--- src/rtl/uart_rx_frame.sv ---
// UART receiver with parametrised data width, parity and framing-error reporting.
// Define UART_RX_MAJORITY_EN for 2-of-3 majority sampling around mid-bit.
module uart_rx_frame #(
  parameter int CLK_DIV   = 5208,
  parameter int DATA_BITS = 8,
  parameter int PARITY    = 0
) (
  input  logic                 sclk,
  input  logic                 rst,
  input  logic                 rx,
  output logic [DATA_BITS-1:0] po_data,
  output logic                 po_flag,
  output logic                 parity_err,
  output logic                 frame_err,
  output logic                 rx_busy
);

  localparam int CW = $clog2(CLK_DIV);
  localparam int BW = $clog2(DATA_BITS + 1);
  localparam logic [CW-1:0] HALF = CW'(CLK_DIV / 2);
  localparam logic [CW-1:0] LAST = CW'(CLK_DIV - 1);
  localparam logic [BW-1:0] TOPB = BW'(DATA_BITS - 1);
  localparam bit PAR_EN  = (PARITY == 1) || (PARITY == 2);
  localparam bit PAR_ODD = (PARITY == 1);

  typedef enum logic [2:0] {
    IDLE, START, DATA, PAR, STOP
  } state_t;

  state_t               state;
  logic                 rx_m, rx_s, rx_s_d;
  logic [CW-1:0]        cnt;
  logic [BW-1:0]        bidx;
  logic [DATA_BITS-1:0] sr;
  logic                 perr_q;
  logic                 tick;
  logic                 bit_v;
  logic                 exp_par;
  logic                 start_det;

  always_ff @(posedge sclk or posedge rst) begin
    if (rst) begin
      rx_m   <= 1'b1;
      rx_s   <= 1'b1;
      rx_s_d <= 1'b1;
    end else begin
      rx_m   <= rx;
      rx_s   <= rx_m;
      rx_s_d <= rx_s;
    end
  end

  assign start_det = !rx_s && rx_s_d;

`ifdef UART_RX_MAJORITY_EN
  localparam logic [CW-1:0] HM1 = CW'(CLK_DIV / 2 - 1);
  localparam logic [CW-1:0] HP1 = CW'(CLK_DIV / 2 + 1);
  logic [1:0] mv;

  always_ff @(posedge sclk or posedge rst) begin
    if (rst) begin
      mv <= 2'b11;
    end else begin
      if (cnt == HM1) mv[0] <= rx_s;
      if (cnt == HALF) mv[1] <= rx_s;
    end
  end

  // Third vote is the live sample, so the decision lands one cycle late
  assign tick  = (cnt == HP1);
  assign bit_v = (mv[0] & mv[1]) | (mv[0] & rx_s) | (mv[1] & rx_s);
`else
  assign tick  = (cnt == HALF);
  assign bit_v = rx_s;
`endif

  assign exp_par = PAR_ODD ? ~^sr : ^sr;

  always_ff @(posedge sclk or posedge rst) begin
    if (rst) begin
      state      <= IDLE;
      cnt        <= '0;
      bidx       <= '0;
      sr         <= '0;
      perr_q     <= 1'b0;
      po_data    <= '0;
      po_flag    <= 1'b0;
      parity_err <= 1'b0;
      frame_err  <= 1'b0;
      rx_busy    <= 1'b0;
    end else begin
      po_flag    <= 1'b0;
      parity_err <= 1'b0;
      frame_err  <= 1'b0;
      if (state != IDLE)
        cnt <= (cnt == LAST) ? '0 : cnt + 1'b1;
      unique case (state)
        IDLE: begin
          if (start_det) begin
            state   <= START;
            cnt     <= '0;
            rx_busy <= 1'b1;
          end
        end
        START: begin
          if (tick) begin
            if (bit_v) begin
              state   <= IDLE;
              cnt     <= '0;
              rx_busy <= 1'b0;
            end else begin
              state  <= DATA;
              bidx   <= '0;
              perr_q <= 1'b0;
            end
          end
        end
        DATA: begin
          if (tick) begin
            sr   <= {bit_v, sr[DATA_BITS-1:1]};
            bidx <= bidx + 1'b1;
            if (bidx == TOPB)
              state <= PAR_EN ? PAR : STOP;
          end
        end
        PAR: begin
          if (tick) begin
            perr_q <= bit_v ^ exp_par;
            state  <= STOP;
          end
        end
        STOP: begin
          if (tick) begin
            po_data <= sr;
            state   <= IDLE;
            cnt     <= '0;
            rx_busy <= 1'b0;
            // A low stop bit makes the word untrustworthy; parity is moot
            if (bit_v) begin
              po_flag    <= 1'b1;
              parity_err <= perr_q;
            end else begin
              frame_err <= 1'b1;
            end
          end
        end
        default: begin
          state   <= IDLE;
          cnt     <= '0;
          rx_busy <= 1'b0;
        end
      endcase
    end
  end

endmodule

--- config.mk ---
export PLATFORM = sky130hd
export DESIGN_NAME = uart_rx_frame
export DESIGN_NICKNAME = d
export VERILOG_FILES = /design/src/rtl/uart_rx_frame.sv
export SDC_FILE = /design/constraint.sdc
export NUM_CORES = 1
export LEC_CHECK = 0
export BUFFER_PORTS_ARGS = -buffer_cell sky130_fd_sc_hd__clkbuf_2
export CORE_UTILIZATION = 45
export CTS_CLUSTER_DIAMETER = 40
export CTS_CLUSTER_SIZE = 30
export DETAILED_ROUTE_END_ITERATION = 6
export GPL_TIMING_DRIVEN = 0
export PLACE_DENSITY = 0.73
export SETUP_SLACK_MARGIN = 0.15
export SYNTH_ARGS = -nofsm -noshare
export SYNTH_HDL_FRONTEND = slang
export SYNTH_SLANG_ARGS = --single-unit
--- constraint.sdc ---
create_clock -name sclk -period 2.5 [get_ports sclk]
set_clock_uncertainty 0.1 [all_clocks]
set_input_delay 0.125 -clock sclk [delete_from_list [all_inputs] [get_ports sclk]]
set_output_delay 0.125 -clock sclk [all_outputs]
set_load 0.03 [all_outputs]
======== Word-level counts from Yosys, hierarchy flattened ========
Cells that the tools add are included.
word-level totals
  word-level logic and storage cells ...... 82
  output and inout port bits .............. 12
  register bits after elaboration ......... 44
operators by class
  equal/unequal tests ..................... 15
  mux-type cells .......................... 36
  bitwise logic cells ..................... 2
  reductions and logical operators ........ 14
  add/sub/neg operators ................... 2
operator list
  operator               number
  $mux 13                6
  $pmux 13 s4            1
  $mux 3                 6
  $ne 2x2->1 const B     8
  $mux 1                 15
  $pmux 3 s5             1
  $add 13x1->13 const B  1
  $eq 13x12->1 const B   1
  $eq 13x13->1 const B   1
  $mux 4                 3
  $pmux 4 s2             1
  $reduce_xor 8->1       1
  $eq 3x2->1 const B     2
  $reduce_and 6->1       1
  $reduce_and 5->1       1
  $add 4x1->4 const B    1
  $eq 4x3->1 const B     1
  $pmux 1 s4             1
  $reduce_and 2->1       2
  $reduce_and 4->1       1
  $reduce_bool 2->1      2
  $eq 3x1->1 const B     1
  $eq 3x3->1 const B     1
  $logic_not 3->1        1
  9 further kinds        9

======== Logic depth before layout (Yosys ltp) ========
  depth after elaboration ................. 6
  mapped depth ............................ 8
  gate-level depth less buffers ........... 6

======== Least setup slack after synthesis ========
No wires, ideal clock.
  kind .................................... reg-to-reg
  start point ............................. register cnt[0]
  end point ............................... register sr[0]
  buffers on the path ..................... 1
  slack ................................... 0.683 ns
  stages on the path, launching flop included .. 8
  required time ........................... 2.275 ns
  arrival ................................. 1.592 ns
  path through ............................ dfrtp_1 > inv_1 > ha_1 > nor2b_1 > nand4_1 > buf_6 > nor3_4 > mux2_2
between the ends
  longest elaborated chain between the ends .. 2
ends and longest elaborated chain
  item                               line  text
  start: declaration                 32    logic [CW-1:0] cnt;
  start signal: assignment           96    cnt <= (cnt == LAST) ? '0 : cnt + 1'b1;
  $eq 13x12->1                       73    assign tick = (cnt == HALF);
  $reduce_and 2->1 (no source line)  -
  end signal: assignment             120   sr <= {bit_v, sr[DATA_BITS-1:1]};
  end: declaration                   34    logic [DATA_BITS-1:0] sr;
No other way between the ends.
A chain may end at the register's enable or synchronous reset.

======== Final worst setup path ========
  start point ............................. register cnt[4]
  end point ............................... register sr[0]
Same word-level chain as after synthesis.

==> report_table.html <==
<table>
<tr><th>Metric</th><th>Value</th></tr>
<tr><th colspan="2">Synthesis</th></tr>
<tr><td>Cell types with the largest area share after synthesis</td><td>dfrtp_1, mux2_2, dfstp_2</td></tr>
<tr><td>Post-Synth Adder-Cell Area</td><td>2.20%</td></tr>
<tr><td>Number of synthesis warnings</td><td>0</td></tr>
<tr><td>Proportion of synthesized flip-flops having asynchronous set or reset</td><td>100%</td></tr>
<tr><td>Portion of the post-synthesis area used by sequential elements</td><td>49.7%</td></tr>
<tr><td>Cell type contributing the most total cell area after synthesis</td><td>dfrtp_1</td></tr>
<tr><td>Avg Cell Area, Syn</td><td>11.4 sq um</td></tr>
<tr><td>Parity-gate share of the synthesized area counting xor and xnor cells</td><td>6.93%</td></tr>
<tr><td>Number of enable-type register cells in the synthesized netlist</td><td>0</td></tr>
<tr><td>Count of state elements after synthesis</td><td>44</td></tr>
<tr><td>Cell area after technology mapping</td><td>2220 sq um</td></tr>
<tr><td>Synthesized instance count</td><td>194</td></tr>
<tr><td>Post-synth top area share</td><td>46.2%</td></tr>
<tr><td>Simple-gate share of the synthesized area</td><td>17.3%</td></tr>
<tr><td>Number of library cell types mapped by synthesis</td><td>47</td></tr>
<tr><td>Synth Net Count</td><td>200</td></tr>
<tr><td>Synth Area in Compound Gates</td><td>9.18%</td></tr>
<tr><td>Multiplexer fraction of the synthesized cell area</td><td>9.63%</td></tr>
<tr><td>Main combinational cell family by area after synthesis</td><td>simple AND/OR/NAND/NOR gates</td></tr>
<tr><td>Ys flop type</td><td>dfrtp_1</td></tr>
<tr><th colspan="2">Power and ir drop</th></tr>
<tr><td>Highest ir drop seen on vdd</td><td>0.000413 V</td></tr>
<tr><td>Clock share of power</td><td>31.8%</td></tr>
<tr><td>Combinational share of power</td><td>20.8%</td></tr>
<tr><td>Cell Pwr Density</td><td>682 nW/um^2</td></tr>
<tr><td>Sequential power share</td><td>47.4%</td></tr>
<tr><td>Switching Power</td><td>0.519 mW</td></tr>
<tr><td>Switching Share</td><td>30.1%</td></tr>
<tr><td>P_leak</td><td>1.20 nW</td></tr>
<tr><td>Internal power</td><td>1.21 mW</td></tr>
<tr><th colspan="2">Critical path</th></tr>
<tr><td>Number of cells traversed by the worst register-to-register path</td><td>5</td></tr>
<tr><td>Launching element of the worst setup path</td><td>cnt[4]$_DFF_PP0_</td></tr>
<tr><td>Kind of end point of the critical path</td><td>flop</td></tr>
<tr><td>Maximum fanout encountered on the critical timing path</td><td>10</td></tr>
<tr><td>Classification of the worst setup path</td><td>flop to flop</td></tr>
<tr><td>Arrival time reported for the critical path endpoint</td><td>2.08 ns</td></tr>
<tr><td>Critical path data required time</td><td>2.57 ns</td></tr>
<tr><td>Nature of the critical path startpoint</td><td>flop</td></tr>
<tr><td>Worst reg2reg path startpoint</td><td>cnt[4]$_DFF_PP0_</td></tr>
<tr><th colspan="2">Timing</th></tr>
<tr><td>Unrepaired setup endpoints after global routing</td><td>false</td></tr>
<tr><td>Final setup TNS</td><td>0 ns</td></tr>
<tr><td>Worst slew margin relative to its limit</td><td>70.1%</td></tr>
<tr><td>Final worst setup slack</td><td>0.493 ns</td></tr>
<tr><td>Minimum period implied by the final worst setup slack</td><td>2.01 ns</td></tr>
<tr><td>Worst-margin pin slew</td><td>0.445 ns</td></tr>
<tr><td>Post-route fraction of the period consumed by the critical path</td><td>80.3%</td></tr>
<tr><td>Fin. max-slew vios</td><td>0</td></tr>
<tr><td>Endpoints failing setup</td><td>0</td></tr>
<tr><td>FMAX</td><td>0.498 GHz</td></tr>
<tr><td>Final Hold Vio Count</td><td>0</td></tr>
<tr><th colspan="2">Finish</th></tr>
<tr><td>Fraction of final layout cells sized beyond drive strength 1</td><td>29.2%</td></tr>
<tr><td>Fin cells</td><td>286</td></tr>
<tr><td>Area growth from synthesis to final layout</td><td>14.0%</td></tr>
<tr><td>Count of nets after finishing</td><td>224</td></tr>
<tr><td>Ant diodes</td><td>0</td></tr>
<tr><th colspan="2">Min path</th></tr>
<tr><td>Cell depth of the worst min-delay path</td><td>0</td></tr>
<tr><td>Class of the tightest hold or removal check</td><td>flop to flop</td></tr>
<tr><td>Hold wc startpoint</td><td>rx_m$_DFF_PP1_</td></tr>
<tr><th colspan="2">Routing</th></tr>
<tr><td>Wirelength, routed</td><td>3770 um</td></tr>
<tr><td>Average via count per standard cell</td><td>5.21</td></tr>
<tr><td>Post-route DRC violation count</td><td>0</td></tr>
<tr><td>Total iterations of the first detailed-routing run</td><td>4</td></tr>
<tr><td>Via count</td><td>1491</td></tr>
<tr><td>DRC marker count from the first detailed-route iteration</td><td>102</td></tr>
<tr><td>Post-DR wirelength/cell</td><td>13.2 um</td></tr>
<tr><td>Remaining antenna violation count</td><td>0</td></tr>
<tr><th colspan="2">Placement</th></tr>
<tr><td>Placed Cells</td><td>276</td></tr>
<tr><td>Placement-stage worst setup slack</td><td>0.473 ns</td></tr>
<tr><td>Total of buffers placed on input and output ports</td><td>14</td></tr>
<tr><td>Routability-driven placement congestion ratio</td><td>0.795</td></tr>
<tr><td>Half-perimeter wire length after placement</td><td>2650 um</td></tr>
<tr><th colspan="2">Floorplan</th></tr>
<tr><td>Height of the die</td><td>72.3 um</td></tr>
<tr><td>Total core area</td><td>4720 sq um</td></tr>
<tr><td>Die Area</td><td>5220 sq um</td></tr>
<tr><td>Count of standard-cell rows</td><td>25</td></tr>
<tr><td>Initial standard-cell utilization of the core</td><td>47.0%</td></tr>
<tr><td>Die width</td><td>72.3 um</td></tr>
<tr><td>Ports</td><td>15</td></tr>
<tr><th colspan="2">Run status</th></tr>
<tr><td>Run status</td><td>complete, no violations</td></tr>
<tr><th colspan="2">Clocking</th></tr>
<tr><td>Clock buffers created by TritonCTS</td><td>5</td></tr>
<tr><td>Clock tree root driver cell</td><td>clkbuf_8</td></tr>
<tr><td>Worst-Skew Late Latency</td><td>0.29 ns</td></tr>
<tr><td>TritonCTS clock tree</td><td>yes</td></tr>
<tr><td>Number of sinks driven by the clock tree</td><td>44</td></tr>
<tr><td>Number of buffers on the longest clock path</td><td>2</td></tr>
<tr><td>Clk slew on worst S/H paths</td><td>0.09 ns</td></tr>
<tr><td>Htree depth</td><td>2</td></tr>
<tr><th colspan="2">Global route</th></tr>
<tr><td>Initial antenna violation count</td><td>0</td></tr>
<tr><td>Overall Global Routing Usage</td><td>16.2%</td></tr>
<tr><td>Vias in the first global route</td><td>1389</td></tr>
<tr><td>Pin count of the biggest net entering global routing</td><td>45</td></tr>
<tr><td>Grt ovf</td><td>0</td></tr>
<tr><td>Wire length of the first global-routing pass</td><td>6560 um</td></tr>
<tr><th colspan="2">Job</th></tr>
<tr><td>Max-cap violations</td><td>0</td></tr>
</table>
flip-flops by register name, summed over array words and instances, names as in the netlist:
register	flops
sr	8
po_data	8
bidx	4
frame_err	1
state	3
rx_s_d	1
parity_err	1
rx_busy	1
bit_v	1
rx_m	1
po_flag	1
perr_q	1
cnt	13
metrics by stage:
step	power, mW	util [%]	instance area, sq um	hold WS [ns]
5_1_grt	1.82	53.6	2530	0.262
3_5_place_dp	1.19	50.7	2390	0.0554
2_1_floorplan	1.10	-	2220	0.0295
4_1_cts	1.75	53.6	2530	0.260
6_report	1.73	53.6	2530	0.260
3_3_place_gp	1.18	50.3	2370	0.113
critical path: stages, from the launching register on:
cell	delay, ns
dfrtp_1	0.45
and4bb_1	0.30
nand4_1	0.16
buf_6	0.19
nor3_4	0.30
mux2_2	0.38
cell type report:
type	instances	area [sq um]
timing repair buffer	17	110
clock buffer	5	68.8
tap	67	83.8
buffer	10	77.6
inverter	9	33.8
multi-input combinational	131	1000
fill	414	2190
clock inverter	3	47.5
sequential	44	1100
logic make-up after synthesis:
family | after synthesis
and+or+nand+nor | 65
DFF | 44
AOI/OAI and AO/OA | 28
buffers and inverters | 19
muxes | 18
xor gates and xnor gates | 16
adders and majority gates | 4
placed cells by master (no fill, tap or decap), types with 2 or more instances in the layout:
cell           instances
dfrtp_1               41
mux2_2                15
clkbuf_2              14
nor3_1                11
nand2_1               10
nor2_1                 8
o21ai_0                8
inv_1                  8
xor2_1                 8
xnor2_1                7
nand3_1                7
buf_2                  5
nand2b_1               5
a21oi_1                5
or3_1                  5
clkbuf_8               5
buf_6                  4
and4_1                 3
mux2_4                 3
a211oi_2               3
ha_1                   3
dfstp_2                3
nor2b_1                2
nand4_1                2
a22o_1                 2
o41ai_1                2
clkinv_4               2
dlygate4sd3_1          2
path summary, 6_finish.rpt:
kind	slack, ns	endpoint
worst max-delay path	0.49	sr[0]$_DFFE_PP0P_
worst min-delay path	0.26	bit_v$_DFF_PP1_
worst max register to register	0.49	sr[0]$_DFFE_PP0P_
worst min register to register	0.26	bit_v$_DFF_PP1_
max in group asynchronous	1.75	rx_s_d$_DFF_PP1_
min in group asynchronous	0.28	cnt[4]$_DFF_PP0_
cells in the mapped netlist, drive strengths merged (2+ instances only):
cell type,number
nand2,10
nor2b,2
or3,5
nand2b,5
dfstp,3
buf,10
nand3,8
xnor2,7
ha,3
mux2,18
a211oi,4
xor2,8
o21ai,8
inv,9
nor2,9
o41ai,2
and4b,2
dfrtp,41
a21oi,5
nor3,12
nand4,2
and4,3
a22o,2
power groups by stage:
stage	logic, mW	registers (mW)	clock network [mW]
6_report	0.359	0.817	0.549
5_1_grt	0.410	0.824	0.586
4_1_cts	0.363	0.818	0.567
3_5_place_dp	0.357	0.832	0
3_3_place_gp	0.350	0.830	0
2_1_floorplan	0.269	0.834	0
timing repair:
item,4_1_cts,5_1_grt
gates resized for setup,0,0
setup buffers,0,0
hold endpoints to repair,45,0
hold buffers,2,0
layer usage:
metal	wire (um)	share of wire, %	vias up	global-route usage (%)
met4	27	0.72	0	4.58
met3	98	2.6	2	3.33
met2	1770	47	22	24.5
li1	-	-	735	-
met5	0	0	-	0
met1	1870	50	732	23.6
Power figures use the tool's default switching activity.
